==> config.mk <==
export PLATFORM = sky130hd
export DESIGN_NAME = audio_ns_mc
export DESIGN_NICKNAME = d
export VERILOG_FILES = /design/src/rtl/audio_ns_pkg.sv /design/src/rtl/audio_ns_sat.sv /design/src/rtl/audio_ns_mc.sv
export SDC_FILE = /design/constraint.sdc
export NUM_CORES = 2
export LEC_CHECK = 0
export CAP_MARGIN = 0
export CORE_MARGIN = 2
export CORE_UTILIZATION = 40
export CTS_CLUSTER_DIAMETER = 30
export DETAILED_ROUTE_END_ITERATION = 10
export PLACE_DENSITY = 0.51
export SYNTH_ARGS = -nofsm -noshare
export SYNTH_HDL_FRONTEND = slang
export SYNTH_SLANG_ARGS = --single-unit
==> constraint.sdc <==
create_clock -name clk -period 21.1 [get_ports clk]
set_clock_uncertainty 0.2 [all_clocks]
set_input_delay 4.22 -clock clk [delete_from_list [all_inputs] [get_ports clk]]
set_output_delay 4.22 -clock clk [all_outputs]
set_load 0.05 [all_outputs]
==> src/rtl/audio_ns_pkg.sv <==
// Shared types and helpers for the multi-channel noise-suppression datapath:
// FSM encoding, conf field offsets, filter shift lookups and wide saturation.
package audio_ns_pkg;

  typedef enum logic [2:0] {
    ST_IDLE,
    ST_LOAD,
    ST_HPF,
    ST_LPF,
    ST_KAL,
    ST_VOL,
    ST_ACK
  } state_t;

  // conf = {vol, kal_pnc, sel_lpf[1:0], sel_hpf[1:0]}; vol sits above kal_pnc
  localparam int HPF_LSB = 0;
  localparam int LPF_LSB = 2;
  localparam int KAL_LSB = 4;

  function automatic logic [3:0] hpf_shift(input logic [1:0] sel);
    case (sel)
      2'b01:   return 4'd4;
      2'b10:   return 4'd6;
      2'b11:   return 4'd8;
      default: return 4'd0;
    endcase
  endfunction

  function automatic logic [3:0] lpf_shift(input logic [1:0] sel);
    case (sel)
      2'b01:   return 4'd1;
      2'b10:   return 4'd2;
      2'b11:   return 4'd3;
      default: return 4'd0;
    endcase
  endfunction

  // Clamp a wide signed value to the range of a w-bit signed number.
  function automatic logic signed [63:0] sat(input logic signed [63:0] v, input int w);
    logic signed [63:0] hi;
    logic signed [63:0] lo;
    hi = (64'sd1 <<< (w - 1)) - 64'sd1;
    lo = ~hi;
    if (v > hi) return hi;
    else if (v < lo) return lo;
    else return v;
  endfunction

endpackage

==> src/rtl/audio_ns_sat.sv <==
// Combinational signed saturator from IW to OW bits; clip flags an out-of-range input.
module audio_ns_sat #(
  parameter int IW = 24,
  parameter int OW = 16
) (
  input  logic signed [IW-1:0] din,
  output logic signed [OW-1:0] dout,
  output logic                 clip
);

  localparam logic signed [IW-1:0] HI = IW'((64'sd1 <<< (OW - 1)) - 64'sd1);
  localparam logic signed [IW-1:0] LO = ~HI;

  always_comb begin
    clip = 1'b0;
    dout = din[OW-1:0];
    if (din > HI) begin
      dout = HI[OW-1:0];
      clip = 1'b1;
    end else if (din < LO) begin
      dout = LO[OW-1:0];
      clip = 1'b1;
    end
  end

endmodule

==> src/rtl/audio_ns_mc.sv <==
// Multi-channel noise suppressor: one shared sequential HPF/LPF/Kalman/volume
// datapath time-sliced over NCH channels per toggle-handshaked frame.
module audio_ns_mc
  import audio_ns_pkg::*;
#(
  parameter int NCH    = 2,
  parameter int FIXWID = 16,
  parameter int FRAC   = 10,
  parameter int ACCW   = FIXWID + 8
) (
  input  logic                    clk,
  input  logic                    rst,
  input  logic                    enable,
  input  logic [2*FIXWID+3:0]     conf,
  input  logic [NCH-1:0]          ch_mask,
  input  logic                    req,
  output logic                    ack,
  input  logic [NCH*FIXWID-1:0]   rx_data,
  output logic [NCH*FIXWID-1:0]   tx_data,
  output logic [NCH-1:0]          overflow
);

  localparam int CHW = (NCH > 1) ? $clog2(NCH) : 1;
  localparam int VOL_LSB = KAL_LSB + FIXWID;
  localparam logic [FIXWID-1:0] UNITY = FIXWID'(1 << FRAC);

  state_t state_reg, state_next;

  logic                     req_s1_reg, req_s2_reg, req_seen_reg, ack_reg;
  logic [CHW-1:0]           ch_reg;
  logic [2*FIXWID+3:0]      conf_reg;
  logic [NCH-1:0]           mask_reg, ovf_reg;
  logic [NCH*FIXWID-1:0]    tx_reg, out_packed;
  logic signed [FIXWID-1:0] rx_ch   [NCH];
  logic signed [FIXWID-1:0] rx_reg  [NCH];
  logic signed [FIXWID-1:0] out_reg [NCH];
  logic signed [ACCW-1:0]   hpf_reg [NCH];
  logic signed [ACCW-1:0]   lpf_reg [NCH];
  logic signed [ACCW-1:0]   kal_reg [NCH];
  logic signed [ACCW-1:0]   w_reg;

  logic                     last_ch, masked;
  logic [3:0]               hk, lk;
  logic [FIXWID-1:0]        kal_w, vol_w;
  logic signed [63:0]       x_w, hs_w, hs_new, ls_w, ls_new, ke_w, ke_new, g_w, prod_w, y_w;
  logic signed [ACCW-1:0]   vol_acc, y_next;
  logic signed [FIXWID-1:0] sat_out;
  logic                     sat_clip;

  genvar gi;
  generate
    for (gi = 0; gi < NCH; gi++) begin : g_ch
      assign rx_ch[gi] = rx_data[gi*FIXWID +: FIXWID];
      assign out_packed[gi*FIXWID +: FIXWID] = out_reg[gi];
    end
  endgenerate

  assign last_ch  = (ch_reg == CHW'(NCH - 1));
  assign masked   = mask_reg[ch_reg];
  assign ack      = ack_reg;
  assign tx_data  = tx_reg;
  assign overflow = ovf_reg;

  always_ff @(posedge clk) begin
    if (rst) state_reg <= ST_IDLE;
    else     state_reg <= state_next;
  end

  always_comb begin
    state_next = state_reg;
    case (state_reg)
      ST_IDLE: if (req_s2_reg != req_seen_reg) state_next = ST_LOAD;
      ST_LOAD: state_next = ST_HPF;
      ST_HPF:  state_next = ST_LPF;
      ST_LPF:  state_next = ST_KAL;
      ST_KAL:  state_next = ST_VOL;
      ST_VOL:  state_next = last_ch ? ST_ACK : ST_HPF;
      ST_ACK:  state_next = ST_IDLE;
      default: state_next = ST_IDLE;
    endcase
    if (!enable) state_next = ST_IDLE;
  end

  // Each stage reads the previous stage's result from w_reg; HPF reads the raw sample.
  always_comb begin
    hk     = hpf_shift(conf_reg[HPF_LSB +: 2]);
    lk     = lpf_shift(conf_reg[LPF_LSB +: 2]);
    kal_w  = conf_reg[KAL_LSB +: FIXWID];
    vol_w  = conf_reg[VOL_LSB +: FIXWID];
    g_w    = (kal_w > UNITY) ? 64'(UNITY) : 64'(kal_w);
    x_w    = (state_reg == ST_HPF) ? 64'(rx_reg[ch_reg]) : 64'(w_reg);
    hs_w   = 64'(hpf_reg[ch_reg]);
    hs_new = sat(hs_w + ((x_w - hs_w) >>> hk), ACCW);
    ls_w   = 64'(lpf_reg[ch_reg]);
    ls_new = sat(ls_w + ((x_w - ls_w) >>> lk), ACCW);
    ke_w   = 64'(kal_reg[ch_reg]);
    ke_new = sat(ke_w + (((x_w - ke_w) * g_w) >>> FRAC), ACCW);
    prod_w = x_w * $signed(64'(vol_w));
    vol_acc = ACCW'(sat(prod_w >>> FRAC, ACCW));
    y_w = x_w;
    case (state_reg)
      ST_HPF:  if (hk != '0)    y_w = sat(x_w - hs_new, ACCW);
      ST_LPF:  if (lk != '0)    y_w = ls_new;
      ST_KAL:  if (kal_w != '0) y_w = ke_new;
      default: y_w = x_w;
    endcase
    y_next = ACCW'(y_w);
  end

  audio_ns_sat #(.IW(ACCW), .OW(FIXWID)) u_sat (
    .din  (vol_acc),
    .dout (sat_out),
    .clip (sat_clip)
  );

  always_ff @(posedge clk) begin
    req_s1_reg <= req;
    req_s2_reg <= req_s1_reg;
    if (rst || !enable) begin
      // Disable clears like reset but leaves the ack toggle level alone.
      if (rst) ack_reg <= 1'b0;
      req_seen_reg <= req_s2_reg;
      tx_reg       <= '0;
      ovf_reg      <= '0;
      ch_reg       <= '0;
      w_reg        <= '0;
      for (int i = 0; i < NCH; i++) begin
        hpf_reg[i] <= '0;
        lpf_reg[i] <= '0;
        kal_reg[i] <= '0;
        out_reg[i] <= '0;
      end
    end else begin
      case (state_reg)
        ST_LOAD: begin
          conf_reg     <= conf;
          mask_reg     <= ch_mask;
          req_seen_reg <= req_s2_reg;
          ch_reg       <= '0;
          for (int i = 0; i < NCH; i++) rx_reg[i] <= rx_ch[i];
        end
        ST_HPF: if (!masked) begin
          w_reg <= y_next;
          if (hk != '0) hpf_reg[ch_reg] <= ACCW'(hs_new);
        end
        ST_LPF: if (!masked) begin
          w_reg <= y_next;
          if (lk != '0) lpf_reg[ch_reg] <= ACCW'(ls_new);
        end
        ST_KAL: if (!masked) begin
          w_reg <= y_next;
          if (kal_w != '0) kal_reg[ch_reg] <= ACCW'(ke_new);
        end
        ST_VOL: begin
          out_reg[ch_reg] <= masked ? rx_reg[ch_reg] : sat_out;
          if (!masked && sat_clip) ovf_reg[ch_reg] <= 1'b1;
          if (!last_ch) ch_reg <= ch_reg + CHW'(1);
        end
        ST_ACK: begin
          tx_reg  <= out_packed;
          ack_reg <= ~ack_reg;
        end
        default: ;
      endcase
    end
  end

endmodule

Word level (Yosys, flattened, before mapping)
Memories as Yosys holds them, arrays and structs flattened. A register that Yosys moved wholly into a read port is not among the register bits.
Index checks and enable logic that the tools add are counted.

word-level totals
  register bits after elaboration = 72
  bits in writable memories = 208
  bits of input ports = 74
  output and inout port bits = 35
  logic and storage cells = 164
  memories kept = 5

memory list
  memory   depth  bits a word  rd ports  clocked after memory_dff  wr ports  RTL line           text
  hpf_reg  2      24           1         1                         2         audio_ns_mc.sv:37  logic signed [ACCW-1:0] hpf_reg [NCH];
  kal_reg  2      24           1         1                         2         audio_ns_mc.sv:39  logic signed [ACCW-1:0] kal_reg [NCH];
  lpf_reg  2      24           1         1                         2         audio_ns_mc.sv:38  logic signed [ACCW-1:0] lpf_reg [NCH];
  out_reg  2      16           2         2                         2         audio_ns_mc.sv:36  logic signed [FIXWID-1:0] out_reg [NCH];
  rx_reg   2      16           1         1                         2         audio_ns_mc.sv:35  logic signed [FIXWID-1:0] rx_reg [NCH];

operators by class
  add/subtract/negate cells = 8
  $mul = 2
  $lt $le $gt $ge = 15
  equality and inequality tests = 15
  shift operators = 2
  muxes and demuxes = 80
  bitwise logic cells = 5
  reductions and logical operators = 22

operators by type and width
  operator                                                      count
  2-to-1 mux 24 bit                                             14
  > comparator 64 x 24 -> 1 bit, second input constant          3
  less-than comparator 64 x 24 -> 1 bit, second input constant  3
  2-to-1 mux 64 bit                                             3
  subtractor 64 x 24 -> 64 bit                                  3
  adder 24 x 64 -> 64 bit                                       2
  multiplier 64 x 17 -> 64 bit                                  2
  >>> shifter 64 x 4 -> 64 bit                                  2
  2-to-1 mux 16 bit                                             5
  OR reduction 24 bit                                           3
  subtractor 64 bit                                             1
  adder 24 x 54 -> 55 bit                                       1
  > comparator 55 x 24 -> 1 bit, second input constant          1
  less-than comparator 55 x 24 -> 1 bit, second input constant  1
  > comparator 54 x 24 -> 1 bit, second input constant          1
  less-than comparator 54 x 24 -> 1 bit, second input constant  1
  2-to-1 mux 1 bit                                              50
  one-hot mux 24 bit (2 select lines)                           1
  > comparator 24 x 16 -> 1 bit, second input constant          1
  less-than comparator 24 x 16 -> 1 bit, second input constant  1
  one-hot mux 3 bit (6 select lines)                            1
  > comparator 16 x 11 -> 1 bit, second input constant          1
  nonzero test 16 bit                                           1
  OR reduction 16 bit                                           1
  other kinds (26)                                              46

Logic depth before layout (Yosys ltp)
  word-level depth = 14
  depth in mapped cells = 73
  depth with buffers taken out = 66

Modules after synthesis
A second synthesis with hierarchy kept.

unflattened totals
  cell total of the unflattened synthesis = 9106
  area, all modules = 76274.4 um^2

modules (own cells, without submodules)
  module        times used  cells an instance  area an instance (um^2)  sequential area each (um^2)
  audio_ns_mc   1           9061               75974.1                  8748.4
  audio_ns_sat  1           45                 300.3                    0.0

Worst setup path after synthesis
No wires, ideal clock.

  kind = reg2reg
  start = reg (tool-made name)
  end = reg w_reg[20]
  arrival = 15.331 ns
  data required time = 20.813 ns
  slack = 5.482 ns
  cell stages (with the launch flop) = 67
  clock period less this slack = 15.618 ns
  path through = dfxtp_1 clkbuf_1 clkbuf_1 clkbuf_1 clkbuf_1 clkbuf_1 mux2i_1 ha_1 inv_1 o21bai_1 a21oi_1 o21bai_1 a21oi_1 o21bai_1 a21o_1 and2_1 a211oi_1 o31ai_1 [31 not listed] o21ai_0 nand2_1 inv_1 a221oi_1 a21oi_1 nand2b_1 xnor2_1 or4_1 or4_1 or4_1 nand2_1 and2_1 buf_4 buf_6 a221oi_1 o211ai_1 nand2_1 o31ai_1

RTL lines
  item                  RTL line            text
  to (signal assigned)  audio_ns_mc.sv:143  w_reg <= y_next;
  to (signal assigned)  audio_ns_mc.sv:147  w_reg <= y_next;
  to (signal assigned)  audio_ns_mc.sv:151  w_reg <= y_next;
  to (decl)             audio_ns_mc.sv:40   logic signed [ACCW-1:0] w_reg;

==> run summary <==
Crit-path slowest cell: or4b_2
CTS Buf Count: 76
Hold WC Path Type: reg2reg
Synth cell types: 115
Critical path buffers and inverters: 2
Cell Rows: 160
routed wire length: 248 mm
pwr dens: 160 nW/um^2
Multi-input gate area: 61400 sq um
Post-synth EDFFs: 248
worst-path fanout max: 24
Die X: 442 um
slew of the pin with the lowest slew margin: 1.18 ns
min-delay src: req_s1_reg$_DFF_P_
H-tree depth: 3
starting density of the core: 40.3%
setup_tns: 0 ns
largest net degree at the start of global routing: 68
crit path DAT: 19.01 ns
syn avg cell area: 8.42 sq um
DR vias: 64400
CTS Hold Bufs: 0
fin nets: 11100
GPL Wtd Cong: 0.926
Final ANT Viol Nets: 0
final setup fails: 0
FF+latch count, synth: 313
routed vias/inst: 5.44
Fmax: 0.0535 GHz
post-synthesis async set-or-reset flop share: 0%
layout cells sized above 1: 4.75%
Critical Path RT: 21.42 ns
Netlist Area Pre-Place: 76800 sq um
status: complete, no violations
hold path depth: 0
PortBufs: 108
unrepaired setup endpoints after global routing: false
aggregate global routing overflow: 0
DR DRC count: 0
period utilisation layout: 88.6%
Post-CTS Setup Repair Bufs: 0
max_cap viols: 0
Slew headroom: 19.0%
Crit. End Element: flip-flop
die area: 195000 sq um
CTS max path bufs: 3
CP most frequent cell: a21oi_1
CTS tree: built
total power: 0.0135 W
I/O pin cnt: 109
Slew Limit Fails: 0
Root Driver: clkbuf_16
Sink Count: 313
Hold Violations, Final: 0
launching element type of the critical path: flip-flop
initial antenna violation count: 6
first-pass GRT wire length: 390 mm
Layout area overhead: 9.59%
path depth of the worst reg2reg path: 55
Fill cells: 19000
DP HPWL: 198 mm
Synth Warn #: 0
post-CTS resize count: 0
Clk Latency, worst-skew pair: 0.67 ns
Core Region: 190000 sq um
Die Span Y: 442 um
violation count after the first detailed-routing iteration: 4572
Stages on worst setup path: 55
critical path type: reg2reg
first-pass iteration count of the detailed router: 6
peak supply drop: 303 uV
Fin Hold WS: 0.124 ns
sequential share of the synthesized area: 11.4%
synthesized instance count: 9118
vias in the first global route: 66500
max incr delay on CP: 1.12 ns
P_leak: 39.6 nW
Crit path max-delay family: compound AO/OA/AOI/OAI gates
register area: 8750 sq um
clock slew seen by the registers of the worst setup and hold paths: 0.05 ns
Main synth FF type: edfxtp_1
WL per Instance: 21.0 um
Total GRT Usage: 25.4%
crit path time final: 18.69 ns
-- metrics by stage --
step,setup slack (ns),cell area (sq um),cells,util [%]
floorplan,5.48,77700,9366,-
global placement,2.93,81400,11700,42.8
detailed placement,2.81,81400,11700,42.8
CTS,2.73,84100,11800,44.2
global route,1.53,84100,11800,44.2
finish,2.41,84100,11800,44.2
-- Yosys cell counts, types with 27 or more instances --
cell / instances / area (sq um)
xor2_1: 108 / 946
o21bai_1: 62 / 465
a31oi_1: 39 / 244
nor2_1: 521 / 1960
o31ai_1: 45 / 338
inv_1: 1591 / 5970
and2_1: 263 / 1650
and3_1: 93 / 582
mux2_2: 35 / 394
a211oi_1: 48 / 360
o21a_1: 87 / 653
o21ai_1: 29 / 145
ha_1: 565 / 7070
nand2_1: 1139 / 4280
or3_1: 43 / 269
a21boi_0: 36 / 270
a21o_1: 187 / 1400
a21oi_1: 512 / 2560
nor3b_1: 29 / 218
fa_1: 1167 / 23400
o21ai_0: 303 / 1520
edfxtp_1: 248 / 7450
nor3_1: 127 / 636
xnor2_1: 213 / 1870
o211ai_1: 81 / 608
o22ai_1: 27 / 169
dfxtp_1: 65 / 1300
nand3_1: 122 / 611
mux2i_1: 188 / 1880
nor2b_1: 68 / 425
nand2b_1: 109 / 682
nor4_1: 31 / 194
clkbuf_1: 358 / 1340
nand4_1: 83 / 519
-- report_power, final --
part           total [W]  switching, W  leakage (nW)  internal (W)
logic             0.0115       0.00728          35.2       0.00427
registers       0.000692    0.00000781          3.14      0.000684
clock network    0.00123      0.000410          1.30      0.000823
total             0.0135       0.00770          39.6       0.00577
-- worst register-to-register path: cells and delay by family (launching register included) --
family                   cells  cell delay (ns)
AO/OA/AOI/OAI               26             6.59
XOR/XNOR                     1             0.86
adder cells (fa/ha/maj)      5             2.01
buffers and inverters        2             0.92
flip-flops                   1             0.60
multiplexers                 3             1.68
AND/OR/NAND/NOR             18             5.68
-- layer usage --
layer  global-route usage [%]  vias to the layer above  part of all wire (%)
li1                         -                    30000                     -
met1                     33.6                    32300                    43
met2                     43.9                     1708                    49
met3                     2.12                      375                   4.5
met4                     8.36                        2                   3.4
met5                        0                        -                0.0032
-- final timing paths --
path                                         endpoint  slack [ns]
worst max-delay path            w_reg[3]$_SDFFE_PP0P_        2.41
worst min-delay path               req_s2_reg$_DFF_P_        0.12
worst max register to register  w_reg[3]$_SDFFE_PP0P_        2.41
worst min register to register     req_s2_reg$_DFF_P_        0.12
-- layout make-up --
class                      count  area share [%]
inverter                    1595            7.12
antenna                        3         0.00892
tap                         2511            3.73
sequential                   313            10.4
timing repair buffer         251            2.56
clock inverter                49           0.791
clock buffer                  91            2.40
multi-input combinational   7035            73.0
-- logic make-up after synthesis --
family          after synthesis  share of synthesized area (%)
compound gates             1738                           14.9
xor+xnor                    321                           3.66
other cells                   2                        0.00978
fa+ha+maj                  1737                           39.7
simple gates               2755                           17.0
mux                         234                           3.29
flops                       313                           11.4
buf+inv                    2018                           10.0
-- cells in the final DEF, fill, tap and decap left out, types with 25 or more instances in the layout --
| cell type | instances |
|---|---|
| o21ai_1 | 28 |
| o31ai_1 | 45 |
| buf_4 | 143 |
| or2_2 | 25 |
| o21a_1 | 86 |
| a21o_1 | 187 |
| o21bai_1 | 62 |
| mux2i_1 | 186 |
| a211oi_1 | 48 |
| o211ai_1 | 81 |
| nor3b_1 | 28 |
| fa_1 | 1167 |
| and3_1 | 93 |
| ha_1 | 564 |
| nand3_1 | 122 |
| nor4_1 | 31 |
| a31oi_1 | 38 |
| nor2_1 | 521 |
| clkdlybuf4s50_1 | 108 |
| inv_1 | 1589 |
| xor2_1 | 107 |
| or3_1 | 43 |
| o22ai_1 | 27 |
| nand2b_1 | 107 |
| and2_1 | 257 |
| conb_1 | 250 |
| o21ai_0 | 302 |
| nand2_1 | 1139 |
| edfxtp_1 | 248 |
| dfxtp_1 | 64 |
| a21boi_0 | 36 |
| nor2b_1 | 67 |
| clkbuf_16 | 78 |
| xnor2_1 | 212 |
| a21oi_1 | 498 |
| mux2_2 | 35 |
| nand4_1 | 83 |
| nor3_1 | 126 |
(Power assumes the default switching activity.)
